File: src/rtl/pdu_ctrl_if.sv
// Register-dump stream between the debug controller and its consumer.
// The controller drives valid/addr/data and the consumer returns ready.
interface pdu_ctrl_if;
   logic        dump_valid;
   logic        dump_ready;
   logic [7:0]  dump_addr;
   logic [31:0] dump_data;

   modport master (
      output dump_valid,
      output dump_addr,
      output dump_data,
      input  dump_ready
   );

   modport slave (
      input  dump_valid,
      input  dump_addr,
      input  dump_data,
      output dump_ready
   );
endinterface

File: src/rtl/pdu_ctrl.sv
// Debug controller: free-run, single-step and breakpoint gating of a CPU,
// followed by a register-file dump. Breakpoints exist only with PDU_BREAKPOINT_EN defined.
//
//   state   | meaning
//   --------+--------------------------------------------------
//   IDLE    | CPU halted, waiting for run level or step edge
//   RUN     | CPU free-running until run drops or breakpoint
//   STEP    | exactly one enabled CPU cycle
//   DUMP    | walk register file 0..DUMP_LAST over the stream
module pdu_ctrl #(
   parameter int unsigned DUMP_LAST = 31
) (
   input  logic        clk,
   input  logic        rstn,
   input  logic        run,
   input  logic        step,
   input  logic        bp_en,
   input  logic [31:0] bp_addr,
   input  logic [31:0] debug_pc,
   input  logic [31:0] debug_rf_data,
   output logic        cpu_en,
   output logic [7:0]  debug_dm_rf_addr,
   output logic        halted,
   output logic [31:0] halt_pc,
   output logic [31:0] instr_cnt,
   pdu_ctrl_if.master  dump
);

   typedef enum logic [1:0] {ST_IDLE, ST_RUN, ST_STEP, ST_DUMP} state_t;

   localparam logic [7:0] LAST_IDX = 8'(DUMP_LAST);

   state_t      state_q, state_d;
   logic        step_prev_q, step_prev_d;
   logic [7:0]  idx_q, idx_d;
   logic        dump_valid_q, dump_valid_d;
   logic [7:0]  dump_addr_q, dump_addr_d;
   logic [31:0] dump_data_q, dump_data_d;
   logic [31:0] halt_pc_q, halt_pc_d;
   logic [31:0] instr_cnt_q, instr_cnt_d;
   logic        bp_hit;
   logic        step_rise;

`ifdef PDU_BREAKPOINT_EN
   // bp_skip lets a resume from the breakpoint PC commit that instruction once
   logic bp_skip_q, bp_skip_d;

   assign bp_hit = bp_en && (debug_pc == bp_addr) && !bp_skip_q;

   always_comb begin
      bp_skip_d = bp_skip_q;
      if (state_q == ST_IDLE && run) begin
         bp_skip_d = 1'b1;
      end else if (state_q == ST_RUN) begin
         bp_skip_d = 1'b0;
      end
   end

   always_ff @(posedge clk or negedge rstn) begin
      if (!rstn) bp_skip_q <= 1'b0;
      else       bp_skip_q <= bp_skip_d;
   end
`else
   logic unused_bp;
   assign unused_bp = ^{bp_en, bp_addr};
   assign bp_hit    = 1'b0;
`endif

   assign step_rise        = step && !step_prev_q;
   assign cpu_en           = (state_q == ST_RUN && !bp_hit) || (state_q == ST_STEP);
   assign halted           = (state_q == ST_IDLE);
   assign debug_dm_rf_addr = idx_q;
   assign halt_pc          = halt_pc_q;
   assign instr_cnt        = instr_cnt_q;
   assign dump.dump_valid  = dump_valid_q;
   assign dump.dump_addr   = dump_addr_q;
   assign dump.dump_data   = dump_data_q;

   always_comb begin
      state_d      = state_q;
      step_prev_d  = step;
      idx_d        = idx_q;
      dump_valid_d = dump_valid_q;
      dump_addr_d  = dump_addr_q;
      dump_data_d  = dump_data_q;
      halt_pc_d    = halt_pc_q;
      instr_cnt_d  = cpu_en ? instr_cnt_q + 32'd1 : instr_cnt_q;

      case (state_q)
         ST_IDLE: begin
            if (run)            state_d = ST_RUN;
            else if (step_rise) state_d = ST_STEP;
         end
         ST_RUN: begin
            if (bp_hit || !run) begin
               state_d = ST_DUMP;
               if (!cpu_en) halt_pc_d = debug_pc;
            end
         end
         ST_STEP: state_d = ST_DUMP;
         ST_DUMP: begin
            if (!dump_valid_q) begin
               dump_data_d  = debug_rf_data;
               dump_addr_d  = idx_q;
               dump_valid_d = 1'b1;
               // CPU is frozen in DUMP, so the first cycle's PC is the first uncommitted one
               if (idx_q == 8'd0) halt_pc_d = debug_pc;
            end else if (dump.dump_ready) begin
               dump_valid_d = 1'b0;
               if (idx_q == LAST_IDX) begin
                  idx_d   = 8'd0;
                  state_d = ST_IDLE;
               end else begin
                  idx_d = idx_q + 8'd1;
               end
            end
         end
         default: state_d = ST_IDLE;
      endcase
   end

   always_ff @(posedge clk or negedge rstn) begin
      if (!rstn) begin
         state_q      <= ST_IDLE;
         step_prev_q  <= 1'b0;
         idx_q        <= 8'd0;
         dump_valid_q <= 1'b0;
         dump_addr_q  <= 8'd0;
         dump_data_q  <= 32'd0;
         halt_pc_q    <= 32'd0;
         instr_cnt_q  <= 32'd0;
      end else begin
         state_q      <= state_d;
         step_prev_q  <= step_prev_d;
         idx_q        <= idx_d;
         dump_valid_q <= dump_valid_d;
         dump_addr_q  <= dump_addr_d;
         dump_data_q  <= dump_data_d;
         halt_pc_q    <= halt_pc_d;
         instr_cnt_q  <= instr_cnt_d;
      end
   end

endmodule
File: src/flat_wrapper.sv
// flat-port wrapper written by rule: the top's interface ports become plain ports
module pdu_ctrl_flat 
#(
   parameter int unsigned DUMP_LAST = 31
)
  (clk, rstn, run, step, bp_en, bp_addr, debug_pc, debug_rf_data, cpu_en, debug_dm_rf_addr, halted, halt_pc, instr_cnt, dump_dump_valid, dump_dump_addr, dump_dump_data, dump_dump_ready);
  pdu_ctrl_if dump_i ();
  input  logic clk;
  input  logic rstn;
  input  logic run;
  input  logic step;
  input  logic bp_en;
  input  logic [31:0] bp_addr;
  input  logic [31:0] debug_pc;
  input  logic [31:0] debug_rf_data;
  output logic cpu_en;
  output logic [7:0] debug_dm_rf_addr;
  output logic halted;
  output logic [31:0] halt_pc;
  output logic [31:0] instr_cnt;
  output wire logic [$bits(dump_i.dump_valid)-1:0] dump_dump_valid;
  output wire logic [$bits(dump_i.dump_addr)-1:0] dump_dump_addr;
  output wire logic [$bits(dump_i.dump_data)-1:0] dump_dump_data;
  input wire logic [$bits(dump_i.dump_ready)-1:0] dump_dump_ready;
  assign dump_dump_valid = dump_i.dump_valid;
  assign dump_dump_addr = dump_i.dump_addr;
  assign dump_dump_data = dump_i.dump_data;
  assign dump_i.dump_ready = dump_dump_ready;
  pdu_ctrl #(.DUMP_LAST(DUMP_LAST)) u_core (.clk(clk), .rstn(rstn), .run(run), .step(step), .bp_en(bp_en), .bp_addr(bp_addr), .debug_pc(debug_pc), .debug_rf_data(debug_rf_data), .cpu_en(cpu_en), .debug_dm_rf_addr(debug_dm_rf_addr), .halted(halted), .halt_pc(halt_pc), .instr_cnt(instr_cnt), .dump(dump_i));
endmodule
File: config.mk
export PLATFORM = sky130hd
export DESIGN_NAME = pdu_ctrl_flat
export DESIGN_NICKNAME = d
export VERILOG_FILES = /design/src/rtl/pdu_ctrl_if.sv /design/src/rtl/pdu_ctrl.sv /design/src/flat_wrapper.sv
export SDC_FILE = /design/constraint.sdc
export NUM_CORES = 1
export LEC_CHECK = 0
export ABC_CLOCK_PERIOD_IN_PS = 3200
export CAP_MARGIN = 25
export CORE_UTILIZATION = 45
export DETAILED_ROUTE_END_ITERATION = 10
export PLACE_DENSITY = 0.85
export SLEW_MARGIN = 5
export SYNTH_ARGS = -nofsm -noshare
export SYNTH_HDL_FRONTEND = slang
export SYNTH_SLANG_ARGS = --single-unit
File: constraint.sdc
create_clock -name clk -period 3.2 [get_ports clk]
set_input_delay 0.48 -clock clk [delete_from_list [all_inputs] [get_ports clk]]
set_output_delay 0.48 -clock clk [all_outputs]
set_load 0.05 [all_outputs]
==> metrics.log <==
INFO  metric holdBufCountCts = 0
INFO  metric synth.top_cell.area_share = 0.591
INFO  metric io-pin-count = 217
INFO  metric cts_htree_levels = 4
INFO  metric route.final.wire_length = 12.1 mm
INFO  metric criticalPathCategory = register to primary output
INFO  metric p_per_area = 1150 nW/µm²
INFO  metric rows = 37
INFO  metric timing.critical_path.max_delay_family = buffers and inverters
INFO  metric leakagePower = 3.26 nW
INFO  metric post_synth_net_total = 469
INFO  metric max-clock-path-buffers = 2
INFO  metric die_area = 11300 µm²
INFO  metric crit_fanout = 10
INFO  metric ys_ff_latch = 116
INFO  metric critical_path.max_stage_delay = 0.87 ns
INFO  metric post_synth_main_area_contributors = sky130_fd_sc_hd__dfrtp_1, sky130_fd_sc_hd__mux2_2, sky130_fd_sc_hd__xor2_1, sky130_fd_sc_hd__xnor2_1, sky130_fd_sc_hd__ha_1
INFO  metric worst_clock_skew = 0.00737 ns
INFO  metric finish.instance_area = 7490 µm²
INFO  metric timing.critical_path.required = 2.72 ns
INFO  metric share_of_post_route_cells_with_drive_strength_above_1 = 0.217
INFO  metric drt_iter0_drc = 207
INFO  metric path_cells = inv_1 > ha_1 > clkdlybuf4s50_1
INFO  metric die_w = 106 µm
INFO  metric synthToLayoutAreaGrowth = 52.5%
INFO  metric diodes = 0
INFO  metric pin_count_of_the_biggest_net_entering_global_routing = 67
INFO  metric worst-path-buf-inv = 2
INFO  metric finalHoldWorstSlack = 0.00110 ns
INFO  metric dp_hpwl = 8.53 mm
INFO  metric cts.root.buffer_cell = sky130_fd_sc_hd__clkbuf_8
INFO  metric grt_antenna_before_repair = 0
INFO  metric dpl.cell_count = 666
INFO  metric worst_ep_arrival_time = 2.36 ns
INFO  metric final-hold-violation-count = 0
INFO  metric grt_remaining_overflow = 0
INFO  metric per_instance_average_area_after_synthesis = 13.7 µm²
INFO  metric min_path_type = input pin to async pin
INFO  metric routabilityCongestion = 0.831
INFO  metric crit_path_start_kind = register
INFO  metric grtUsageTotal = 0.225
INFO  metric cap_viol_max_count = 0
INFO  metric syn-cell-area = 4910 µm²
INFO  metric slew_of_the_pin_with_the_lowest_slew_margin = 0.660 ns
INFO  metric finalNetCount = 660
INFO  metric crit_path_end_kind = primary output
INFO  metric period_needed = 2.84 ns
INFO  metric drt-wirelength-per-cell = 17.3 µm
INFO  metric cpMaxStageDelayCell = sky130_fd_sc_hd__clkdlybuf4s50_1
INFO  metric cts_tree = built
INFO  metric initial_utilization = 0.470
INFO  metric fin_tns_setup = 0 ns
INFO  metric cts_resized = 0
INFO  metric max_freq = 353 MHz
INFO  metric grt_setup_unrepaired = false
INFO  metric fillerInstances = 717
INFO  metric post-cts-setup-buffers = 0
INFO  metric core = 10500 µm²
INFO  metric vias = 3517
INFO  metric port_buffers = 183
INFO  metric ant_nets = 0
INFO  metric ys_types = 36
INFO  metric global_route_wire_length_before_repair = 19.4 mm
INFO  metric clock_insertion_delay_worst_skew = 0.50 ns
INFO  metric netlist_instances = 359
INFO  metric cts_made_buffers = 17
INFO  metric power.ir.vdd_worst = 0.000683 V
INFO  metric relative_slew_slack = 0.560
INFO  metric cts_sink_count = 116
INFO  metric drc_errors = 0
INFO  metric height_of_the_die = 106 µm
INFO  metric timing_max_transition_violations_final = 0
INFO  metric vias_in_the_first_global_route = 3635
INFO  metric path_clk_slew = 0.06 ns
INFO  metric synthesis.yosys.warnings = 0
INFO  metric place_area = 6850 µm²
INFO  metric drt_pre_antenna_iters = 5
INFO  metric post_layout_nonfiller_instances = 699
INFO  metric routed_via_density = 5.03
INFO  metric run_status = complete, no violations
INFO  metric ratio_of_final_minimum_period_to_clock_period = 0.886
INFO  metric yosys.area.top_type = sky130_fd_sc_hd__dfrtp_1
INFO  metric synth_sequential_area_ratio = 0.591
INFO  metric setup-violations-final = 0
==> layer usage <==
layer  global-route usage  vias up  part of all wire  wire (µm)
met5                    0        -                 0          0
li1                     -     1640                 -          -
met2                0.376      148              0.51       6130
met1                0.285     1719              0.42       5100
met4               0.0685        0            0.0072         87
met3               0.0607       10             0.065        793
==> final cells by class <==
cell class / count / area, µm² / area share
flip-flops and latches: 116 / 2900 / 0.388
repair buffers: 187 / 1880 / 0.252
multi-input cells: 218 / 1870 / 0.250
clock buffers: 20 / 445 / 0.0595
clock inverters: 12 / 179 / 0.0239
well taps: 136 / 170 / 0.0227
inverters: 10 / 37.5 / 0.00501
==> through the flow <==
step,setup slack (ns),power [mW],utilization
global placement,0.914,6.58,0.654
finish,0.364,8.63,0.716
global route,0.266,8.99,0.716
detailed placement,0.892,6.69,0.654
CTS,0.332,8.69,0.714
floorplan,0.754,5.25,-
==> path summary, 6_finish.rpt <==
kind / from / end / cells past startpoint / slack (ns)
worst max-delay path: u_core.state_q[0]$_DFFE_PN0P_ / cpu_en / 3 / 0.36
worst min-delay path: rstn / u_core.instr_cnt[24]$_DFFE_PN0P_ / 1 / 0.001
worst max register to register: u_core.state_q[0]$_DFFE_PN0P_ / u_core.instr_cnt[27]$_DFFE_PN0P_ / 6 / 1.01
worst min register to register: u_core.instr_cnt[31]$_DFFE_PN0P_ / u_core.instr_cnt[31]$_DFFE_PN0P_ / 1 / 0.49
max in group asynchronous: rstn / u_core.halt_pc[3]$_DFFE_PN0P_ / 2 / 2.40
min in group clk: step / u_core.step_prev_q$_DFF_PN0_ / 1 / 0.45
==> state kept, by name, summed over array words and instances, names as in the netlist <==
signal	cells
u_core.dump.dump_data	32
u_core.halt_pc	32
u_core.instr_cnt	32
u_core.debug_dm_rf_addr	8
u_core.dump.dump_addr	8
u_core.state_q	2
u_core.dump.dump_valid	1
u_core.step_prev_q	1
==> report_power, final <==
group | internal, mW | switching [mW]
clock | 1.30 | 0.642
sequential | 2.01 | 0.365
combinational | 1.61 | 2.70
total | 4.92 | 3.70
==> layout by cell type, fill, tap and decap left out, types with 4 or more instances in the layout <==
cell                              netlist  layout
sky130_fd_sc_hd__clkdlybuf4s50_1        0     182
sky130_fd_sc_hd__ha_1                   8       8
sky130_fd_sc_hd__nor4_1                 7       7
sky130_fd_sc_hd__bufinv_16              0       4
sky130_fd_sc_hd__clkbuf_16              0      16
sky130_fd_sc_hd__mux2_2                71      71
sky130_fd_sc_hd__o21ai_0                5       5
sky130_fd_sc_hd__xnor2_1               16      16
sky130_fd_sc_hd__xor2_1                21      21
sky130_fd_sc_hd__inv_1                 10      10
sky130_fd_sc_hd__nor2_1                10      10
sky130_fd_sc_hd__nor3_1                 8       8
sky130_fd_sc_hd__dfrtp_1              116     116
sky130_fd_sc_hd__nand2_1               19      19
sky130_fd_sc_hd__and3_1                 4       4
sky130_fd_sc_hd__nand4_1                7       7
sky130_fd_sc_hd__nand3_1               13      13
==> cell families (layout without fill, tap and decap cells) <==
group           Yosys count  in the layout  synth area share
buf+inv                  25            229            0.0288
compound gates            8              8            0.0112
flops                   116            116             0.591
xor+xnor                 37             37            0.0660
fa+ha+maj                 8              8            0.0204
mux                      74             74             0.169
simple gates             91             91             0.114
==> synth_stat cells <==
| master | count |
|---|---|
| sky130_fd_sc_hd__nand3_1 | 13 |
| sky130_fd_sc_hd__xnor2_1 | 16 |
| sky130_fd_sc_hd__nand4_2 | 1 |
| sky130_fd_sc_hd__mux2i_1 | 3 |
| sky130_fd_sc_hd__clkbuf_1 | 7 |
| sky130_fd_sc_hd__and3_1 | 4 |
| sky130_fd_sc_hd__mux2_2 | 71 |
| sky130_fd_sc_hd__buf_2 | 2 |
| sky130_fd_sc_hd__xor2_1 | 21 |
| sky130_fd_sc_hd__o21ai_0 | 5 |
| sky130_fd_sc_hd__nor4_1 | 7 |
| sky130_fd_sc_hd__ha_1 | 8 |
| sky130_fd_sc_hd__nor4b_2 | 1 |
| sky130_fd_sc_hd__nor2_1 | 10 |
| sky130_fd_sc_hd__nor4b_1 | 1 |
| sky130_fd_sc_hd__nand4b_1 | 1 |
| sky130_fd_sc_hd__and2_1 | 1 |
| sky130_fd_sc_hd__or2_2 | 1 |
| sky130_fd_sc_hd__or4_2 | 1 |
| sky130_fd_sc_hd__a221o_1 | 2 |
| sky130_fd_sc_hd__nand2b_1 | 3 |
| sky130_fd_sc_hd__dfrtp_1 | 116 |
| sky130_fd_sc_hd__nor4_4 | 2 |
| sky130_fd_sc_hd__or4_4 | 1 |
| sky130_fd_sc_hd__nor4_2 | 3 |
| sky130_fd_sc_hd__nand2_1 | 19 |
| sky130_fd_sc_hd__nand2_2 | 1 |
| sky130_fd_sc_hd__buf_6 | 6 |
| sky130_fd_sc_hd__nor3_1 | 8 |
| sky130_fd_sc_hd__and3_2 | 1 |
| sky130_fd_sc_hd__inv_1 | 10 |
| sky130_fd_sc_hd__nand3_2 | 1 |
| sky130_fd_sc_hd__a32o_1 | 1 |
| sky130_fd_sc_hd__nand4_1 | 7 |
| sky130_fd_sc_hd__and2_2 | 1 |
| sky130_fd_sc_hd__and4_1 | 3 |
Power figures use the tool's default switching activity.
